File: src/rtl/mymul_seq_shiftadd_pkg.sv
// Shared types for the sequential shift-add MYMUL implementation.
// This package holds the FSM state encoding and a constant-friendly ceil(log2) helper.
package mymul_pkg;

    typedef enum logic [1:0] {
        IDLE = 2'd0,
        RUN  = 2'd1,
        DONE = 2'd2
    } state_e;

    // Returns ceil(log2(n)), with a floor of 1, so that it can size indexes into n-bit vectors.
    function automatic int clog2(input int n);
        int r;
        r = 0;
        while ((1 << r) < n) begin
            r = r + 1;
        end
        if (r < 1) begin
            r = 1;
        end
        return r;
    endfunction

endpackage

File: src/rtl/mymul_seq_shiftadd_if.sv
// Operand/result handshake bundle for mymul_seq_shiftadd.
// On each side a transfer happens on a rising edge where valid && ready; the source
// holds its data until that edge, and ready never depends on valid.
interface mymul_seq_shiftadd_if #(
    parameter int WIDTH = 8
);
    logic             in_valid;
    logic             in_ready;
    logic [WIDTH-1:0] a;
    logic [WIDTH-1:0] b;
    logic             out_valid;
    logic             out_ready;
    logic [WIDTH-1:0] y;

    modport master (
        output in_valid,
        output a,
        output b,
        output out_ready,
        input  in_ready,
        input  out_valid,
        input  y
    );

    modport slave (
        input  in_valid,
        input  a,
        input  b,
        input  out_ready,
        output in_ready,
        output out_valid,
        output y
    );
endinterface

File: src/rtl/mymul_seq_shiftadd_pow2_detect.sv
// Combinational one-hot detector: flags a multiplier that has exactly one set bit and
// reports the position of that bit, so that the top level can replace the product with a shift.
module mymul_pow2_detect
    import mymul_pkg::*;
#(
    parameter int WIDTH = 8,
    parameter int IW    = clog2(WIDTH)
) (
    input  logic [WIDTH-1:0] b_i,
    output logic             is_pow2_o,
    output logic [IW-1:0]    idx_o
);
    logic [WIDTH-1:0] b_minus_one;

    always_comb begin
        b_minus_one = b_i - WIDTH'(1);
        is_pow2_o   = (b_i != '0) && ((b_i & b_minus_one) == '0);
        idx_o       = '0;
        for (int i = 0; i < WIDTH; i++) begin
            if (b_i[i]) begin
                idx_o = IW'(i);
            end
        end
    end

endmodule

File: src/rtl/mymul_seq_shiftadd.sv
// Multi-cycle shift-add multiplier, Y = A*B mod 2^WIDTH, with valid/ready on both sides.
// It iterates one multiplier bit per cycle. There is an optional single-cycle path for a one-hot B.
module mymul_seq_shiftadd
    import mymul_pkg::*;
#(
    parameter int WIDTH     = 8,
    parameter bit POW2_FAST = 1'b1
) (
    input  logic                 clk,
    input  logic                 rst,
    mymul_seq_shiftadd_if.slave  bus,
    output state_e               state_o
);
    localparam int IW = clog2(WIDTH);
    localparam int CW = clog2(WIDTH);

    state_e           state_q;
    logic [WIDTH-1:0] mcand_q;
    logic [WIDTH-1:0] mplier_q;
    logic [WIDTH-1:0] acc_q;
    logic [CW-1:0]    cnt_q;
    logic [WIDTH-1:0] y_q;
    logic             out_valid_q;

    logic [WIDTH-1:0] acc_d;
    logic [WIDTH-1:0] mcand_d;
    logic [WIDTH-1:0] mplier_d;
    logic [WIDTH-1:0] fast_y_d;
    logic             run_last;
    logic             is_pow2;
    logic [IW-1:0]    pow2_idx;

    generate
        if (POW2_FAST) begin : g_fast
            mymul_pow2_detect #(
                .WIDTH (WIDTH),
                .IW    (IW)
            ) u_pow2_detect (
                .b_i       (bus.b),
                .is_pow2_o (is_pow2),
                .idx_o     (pow2_idx)
            );
        end else begin : g_no_fast
            assign is_pow2  = 1'b0;
            assign pow2_idx = '0;
        end
    endgenerate

    // Each RUN cycle consumes the multiplier LSB. The loop ends once no set bits remain,
    // or when the last bit position has been used.
    always_comb begin
        acc_d    = mplier_q[0] ? (acc_q + mcand_q) : acc_q;
        mcand_d  = mcand_q << 1;
        mplier_d = mplier_q >> 1;
        run_last = (mplier_d == '0) || (cnt_q == CW'(WIDTH - 1));
        fast_y_d = bus.a << pow2_idx;
    end

    always_ff @(posedge clk) begin
        if (rst) begin
            state_q     <= IDLE;
            mcand_q     <= '0;
            mplier_q    <= '0;
            acc_q       <= '0;
            cnt_q       <= '0;
            y_q         <= '0;
            out_valid_q <= 1'b0;
        end else begin
            case (state_q)
                IDLE: begin
                    if (bus.in_valid) begin
                        mcand_q  <= bus.a;
                        mplier_q <= bus.b;
                        acc_q    <= '0;
                        cnt_q    <= '0;
                        if (bus.b == '0) begin
                            y_q         <= '0;
                            out_valid_q <= 1'b1;
                            state_q     <= DONE;
                        end else if (is_pow2) begin
                            y_q         <= fast_y_d;
                            out_valid_q <= 1'b1;
                            state_q     <= DONE;
                        end else begin
                            state_q <= RUN;
                        end
                    end
                end
                RUN: begin
                    acc_q    <= acc_d;
                    mcand_q  <= mcand_d;
                    mplier_q <= mplier_d;
                    cnt_q    <= cnt_q + CW'(1);
                    if (run_last) begin
                        y_q         <= acc_d;
                        out_valid_q <= 1'b1;
                        state_q     <= DONE;
                    end
                end
                DONE: begin
                    if (bus.out_ready) begin
                        out_valid_q <= 1'b0;
                        state_q     <= IDLE;
                    end
                end
                default: begin
                    out_valid_q <= 1'b0;
                    state_q     <= IDLE;
                end
            endcase
        end
    end

    // Ready is gated by rst so that the reset cycle cannot look like an accept to the source.
    assign bus.in_ready  = (state_q == IDLE) && !rst;
    assign bus.out_valid = out_valid_q;
    assign bus.y         = y_q;
    assign state_o       = state_q;

endmodule

File: src/flat_wrapper.sv
// flat-port wrapper written by rule: the top's interface ports become plain ports
module mymul_seq_shiftadd_flat import mymul_pkg::*;
#(
    parameter int WIDTH     = 8,
    parameter bit POW2_FAST = 1'b1
)
  (clk, rst, state_o, bus_in_valid, bus_a, bus_b, bus_out_ready, bus_in_ready, bus_out_valid, bus_y);
  mymul_seq_shiftadd_if #(.WIDTH(WIDTH)) bus_i ();
  input  logic clk;
  input  logic rst;
  output state_e state_o;
  input wire logic [$bits(bus_i.in_valid)-1:0] bus_in_valid;
  input wire logic [$bits(bus_i.a)-1:0] bus_a;
  input wire logic [$bits(bus_i.b)-1:0] bus_b;
  input wire logic [$bits(bus_i.out_ready)-1:0] bus_out_ready;
  output wire logic [$bits(bus_i.in_ready)-1:0] bus_in_ready;
  output wire logic [$bits(bus_i.out_valid)-1:0] bus_out_valid;
  output wire logic [$bits(bus_i.y)-1:0] bus_y;
  assign bus_i.in_valid = bus_in_valid;
  assign bus_i.a = bus_a;
  assign bus_i.b = bus_b;
  assign bus_i.out_ready = bus_out_ready;
  assign bus_in_ready = bus_i.in_ready;
  assign bus_out_valid = bus_i.out_valid;
  assign bus_y = bus_i.y;
  mymul_seq_shiftadd #(.WIDTH(WIDTH), .POW2_FAST(POW2_FAST)) u_core (.clk(clk), .rst(rst), .bus(bus_i), .state_o(state_o));
endmodule
File: config.mk
export PLATFORM = sky130hd
export DESIGN_NAME = mymul_seq_shiftadd_flat
export DESIGN_NICKNAME = d
export VERILOG_FILES = /design/src/rtl/mymul_seq_shiftadd_pkg.sv /design/src/rtl/mymul_seq_shiftadd_if.sv /design/src/rtl/mymul_seq_shiftadd_pow2_detect.sv /design/src/rtl/mymul_seq_shiftadd.sv /design/src/flat_wrapper.sv
export SDC_FILE = /design/constraint.sdc
export NUM_CORES = 1
export LEC_CHECK = 0
export CORE_ASPECT_RATIO = 0.8
export CORE_UTILIZATION = 52
export DETAILED_ROUTE_END_ITERATION = 10
export PLACE_DENSITY = 0.76
export SLEW_MARGIN = 20
export SYNTH_ARGS = -nofsm -noshare
export SYNTH_HDL_FRONTEND = slang
export SYNTH_HIERARCHICAL = 1
export SYNTH_SLANG_ARGS = --single-unit
export TNS_END_PERCENT = 30
File: constraint.sdc
create_clock -name clk -period 4.9 [get_ports clk]
set_input_delay 0.98 -clock clk [delete_from_list [all_inputs] [get_ports clk]]
set_output_delay 0.98 -clock clk [all_outputs]
set_load 0.01 [all_outputs]
**Yosys cells after proc, flatten, opt, wreduce, memory -nomap -nowiden**

Index checks and enable logic that the tools add are counted.

- Add/subtract/negate cells: 3
- Equality and inequality tests: 7
- Shift operators: 1
- Muxes and demuxes: 33
- Bitwise logic cells: 1
- Reductions and logical operators: 14

Operator list:

| cell | number |
|---|---|
| $mux W8 | 8 |
| $pmux W8 S2 | 4 |
| $logic_not A8 Y1 | 3 |
| $mux W3 | 7 |
| $mux W2 | 5 |
| $add A8 B8 Y8 | 1 |
| $and A8 B8 Y8 | 1 |
| $reduce_and A4 Y1 | 2 |
| $reduce_bool A8 Y1 | 1 |
| $shl A8 B3 Y8 | 1 |
| $sub A8 B1 Y8 const B | 1 |
| $mux W1 | 6 |
| $pmux W2 S3 | 1 |
| $pmux W3 S2 | 1 |
| $ne A2 B2 Y1 const B | 2 |
| $add A3 B1 Y3 const B | 1 |
| $eq A3 B3 Y1 const B | 1 |
| $ne A3 B2 Y1 const B | 1 |
| $pmux W1 S3 | 1 |
| $reduce_and A3 Y1 | 1 |
| $eq A2 B1 Y1 const B | 1 |
| $eq A2 B2 Y1 const B | 1 |
| $logic_and A1 B1 Y1 | 2 |
| $logic_not A2 Y1 | 1 |
| 5 further kinds | 5 |

- Flip-flop bits (word level): 38
- Bits of input ports: 20
- Output and inout bits: 12

**Depth between registers and ports, before layout**

- Word-level depth: 12
- Gate-level depth with buffers: 10

**Cells and area by module**

The synthesis kept the hierarchy.

By module, submodules not included:

| module | times used | cells each | area each (sq um) | sequential area each (sq um) |
|---|---|---|---|---|
| mymul_seq_shiftadd | 1 | 300 | 2,396.0 | 760.7 |
| mymul_pow2_detect | 1 | 23 | 156.4 | 0.0 |

**Least setup slack after synthesis**

Ideal clock, no wire load.

- Path type: input -> register
- Start: input port bus_b[2]
- End: register u_core.y_q[7] (netlist: u_core/bus.y[7])
- Setup time: 0.132 ns
- Arrival: 2.667 ns
- Required time: 4.768 ns
- Slack: 2.102 ns
- Cell stages on the path: 10
- Cell sequence: nand2b_1 > a21oi_1 > nor2_1 > o21bai_1 > clkbuf_1 > mux4_2 > mux2i_1 > nor2_1 > mux2i_1 > o211ai_1

- Cells in the longest elaborated chain, start to end: 11

RTL lines:

| item | RTL line | source |
|---|---|---|
| start: declaration | flat_wrapper.sv:14 | `input wire logic [$bits(bus_i.b)-1:0] bus_b;` |
| $mux W3 (6 in series) | mymul_seq_shiftadd_pow2_detect.sv:20 | `if (b_i[i]) begin` |
| net u_core.pow2_idx[0] | mymul_seq_shiftadd.sv:31 | `logic [IW-1:0] pow2_idx;` |
| $shl A8 B3 Y8 | mymul_seq_shiftadd.sv:56 | `fast_y_d = bus.a << pow2_idx;` |
| $mux W8 | mymul_seq_shiftadd.sv:80 | `end else if (is_pow2) begin` |
| $mux W8 | mymul_seq_shiftadd.sv:76 | `if (bus.b == '0) begin` |
| $mux W8 | mymul_seq_shiftadd.sv:71 | `if (bus.in_valid) begin` |
| $pmux W8 S2 | mymul_seq_shiftadd.sv:69 | `case (state_q)` |
| end signal: assignment | mymul_seq_shiftadd.sv:81 | `y_q <= fast_y_d;` |
| end: declaration | mymul_seq_shiftadd.sv:22 | `logic [WIDTH-1:0] y_q;` |

The timed path passes the listed nets, and every way through them passes these cells. The select of a mux whose other input is x is not followed.
A chain may end at the register's enable or synchronous reset.

**Worst setup path after layout**

Ends and elaborated chain as after synthesis.

==> reports/qor.txt <==
clock transition at the registers of the reported paths -> 0.08 ns
Initial Util -> 0.5487
outcome -> completed
Slew headroom -> 0.3988
area grow syn2layout -> 15.69%
count of boundary I/O pins -> 32
post-cts sizing count -> 0
initial antenna violation count -> 0
Arrival @ worst endpoint -> 3.67 ns
RSZ-0062 raised after global routing -> no
CP cell instances -> clkdlybuf4s50_1, nand2b_1, a21oi_1, nor2_1, o21bai_1, mux4_2, mux2i_1, nor2_1, mux2i_1, o211ai_1
worst r2r path cells -> 6
Die X-Extent -> 80.33 um
Syn Inst Count -> 323
highest-delay cell along the critical path -> o21bai_1
GRT Total Usage -> 0.2654
Post-synth top flop -> dfxtp_1
Largest stage delay, worst path -> 0.66 ns
CP required -> 5.06 ns
Final Cycle Share -> 0.7157
worst r2r dst -> u_core/bus.y[7]
GRT overflow -> 0
RR Startpoint -> u_core/state_o[0]
Starting DRT DRC Count -> 187
Worst VDD drop -> 0.0002125 V
WL/cell -> 15.81 um
GR Util met3 -> 0.05070
clock buffer depth -> 2
most common library cells after synthesis -> nor2_1, dfxtp_1, a21oi_1
Hold Crit Endpoint -> u_core/acc_q[2]
Synth area leader -> dfxtp_1
setup slack, reg-to-reg -> 2.24 ns
grt peak-use layer -> met2
crit path from -> bus_b[2]
final setup fails -> 0
final core utilization -> 0.6348
CTS Hold Bufs -> 0
worst slew pin tran -> 0.9005 ns
CTS buffer count -> 5
Layout Skew -> 0.004523 ns
n_diodes -> 0
DP HPWL -> 4562 um
syn_nets -> 353
Cell Area, Synth -> 2552 um^2
die area -> 5195 um^2
die height -> 64.67 um
worst skew pair latency -> 0.28 ns
Final Hold Viols -> 0
Max Cap Viol -> 0
M1 GR Usage -> 0.3849
core area -> 4652 um^2
vias in the first global route -> 2111
I/O Buffers -> 31
DRC Markers -> 0
Synth area leaders -> dfxtp_1, nor2_1, a21oi_1
DRT antenna net count -> 0
Startpoint Class -> input port
critical hold path startpoint -> u_core/acc_q[2]
most common cell in the synthesized netlist -> nor2_1
WL final -> 6387 um
routability cong. -> 0.9627
clock root buffer -> clkbuf_8
fill count -> 430
Seq/Total Area, Yosys -> 0.2980
Worst Hold Class -> register to register
library cells used by synthesis -> 62
number of synthesized flops with an enable pin -> 0
min cycle time layout -> 3.507 ns
share of post-route cells with drive strength above 1 -> 0.09302
Vias/cell -> 6.035
Crit Path Max Fanout -> 9
Clock H-tree levels -> 2
setup TNS -> 0 ns
met2 GRT Util -> 0.3868
largest net degree at the start of global routing -> 41
FFs w/ async S/R, synth -> 0
Crit. End Element -> register
fmax -> 285.2 MHz
vias post-DR -> 2438
placed cell area -> 2861 um^2
top-area cell type share of the netlist area -> 0.2980
YS warnings -> 6
syn_area_per_cell -> 7.902 um^2
Nets -> 373
PD cells -> 363.4 nW/um^2
Pins Over Slew Limit -> 0
hold-critical path depth -> 2
FP Rows -> 22
synthesized flop and latch total -> 38
post-CTS setup buffers -> 0
CTS tree -> done
design area -> 2953 um^2
drt pass-1 iters -> 4
kind of critical path -> input port to register
Leak -> 1.107 nW
first-pass GRT wire length -> 10470 um
Sink Count -> 38
kinds of logic (layout without fill, tap and decap cells):
kind of cell / Yosys count / count (layout) / synth area share
flip-flops: 38 / 38 / 0.2980
buffers and inverters: 29 / 50 / 0.05195
XOR/XNOR: 2 / 2 / 0.006864
AND/OR/NAND/NOR: 156 / 156 / 0.3015
adder cells (fa/ha/maj): 11 / 11 / 0.05588
AO/OA/AOI/OAI: 73 / 73 / 0.2054
multiplexers: 14 / 14 / 0.08039
how the worst max path moves through the flow:
stage / endpoint / slack [ns]
after floorplan: u_core/bus.y[7] / 2.10
after global placement: u_core/bus.y[7] / 1.22
after detailed placement: u_core/bus.y[7] / 1.12
after CTS: u_core/bus.y[7] / 1.43
after global routing: u_core/bus.y[7] / 1.17
final: u_core/bus.y[7] / 1.39
routing by layer:
metal  wire length (um)  share of wire
met1               3013           0.47
met2               2687           0.42
met3                579          0.091
met4                107          0.017
met5                  0              0
critical path: cells and delay by family:
kind,cells,cell delay (ns)
multiplexers,3,0.92
AO/OA/AOI/OAI,3,0.89
buffers and inverters,1,0.55
AND/OR/NAND/NOR,3,0.32
registers in the layout, indices dropped and copies added (netlist names):
signal,cells
u_core/bus.out_valid,1
u_core/mplier_q,8
u_core/mcand_q,8
u_core/bus.y,8
u_core/acc_q,8
u_core/state_o,2
u_core/cnt_q,3
cells in the final DEF (no fill, tap or decap), types with 3 or more instances in the layout:
cell             synthesis  layout
clkbuf_8                 0       6
o211ai_1                 3       3
a211oi_1                 7       7
inv_1                    5       5
a21oi_1                 25      25
mux4_2                   5       5
nand2b_1                 5       5
a22oi_1                  4       4
a211oi_2                 3       3
nor2b_1                 15      15
o21ai_0                  5       5
buf_4                    0       4
nand3_1                  4       4
mux2i_1                  7       7
nor3_1                  22      22
nor2_1                  66      66
a311oi_1                 4       4
ha_1                     9       9
nand2_1                 23      23
a32oi_1                  3       3
clkdlybuf4s50_1          0      31
dfxtp_1                 38      38
per-stage QoR:
stage                     total power (W)  std cells  worst slack, ns  hold slack (ns)
after detailed placement        0.0008537        396            1.121           0.4627
after floorplan                 0.0007227        323            2.102           0.4436
after CTS                        0.001078        404            1.434           0.4782
after global placement          0.0008462        396            1.225           0.4616
final                            0.001073        404            1.393           0.4801
after global routing             0.001152        404            1.174           0.4985
report_power, final:
part	switching (W)	internal, W
Combinational	0.000229	0.000190
Clock	0.000110	0.000114
Sequential	0.0000658	0.000365
area by class of cell:
type,instances,area [um^2],share of cell area
clock buffer,7,86.33,0.02924
clock inverter,1,5.005,0.001695
inverter,7,26.28,0.008898
multi-input combinational,256,1659,0.5619
sequential,38,760.7,0.2576
tap,60,75.07,0.02542
timing repair buffer,35,340.3,0.1153
Power figures use the tool's default switching activity.
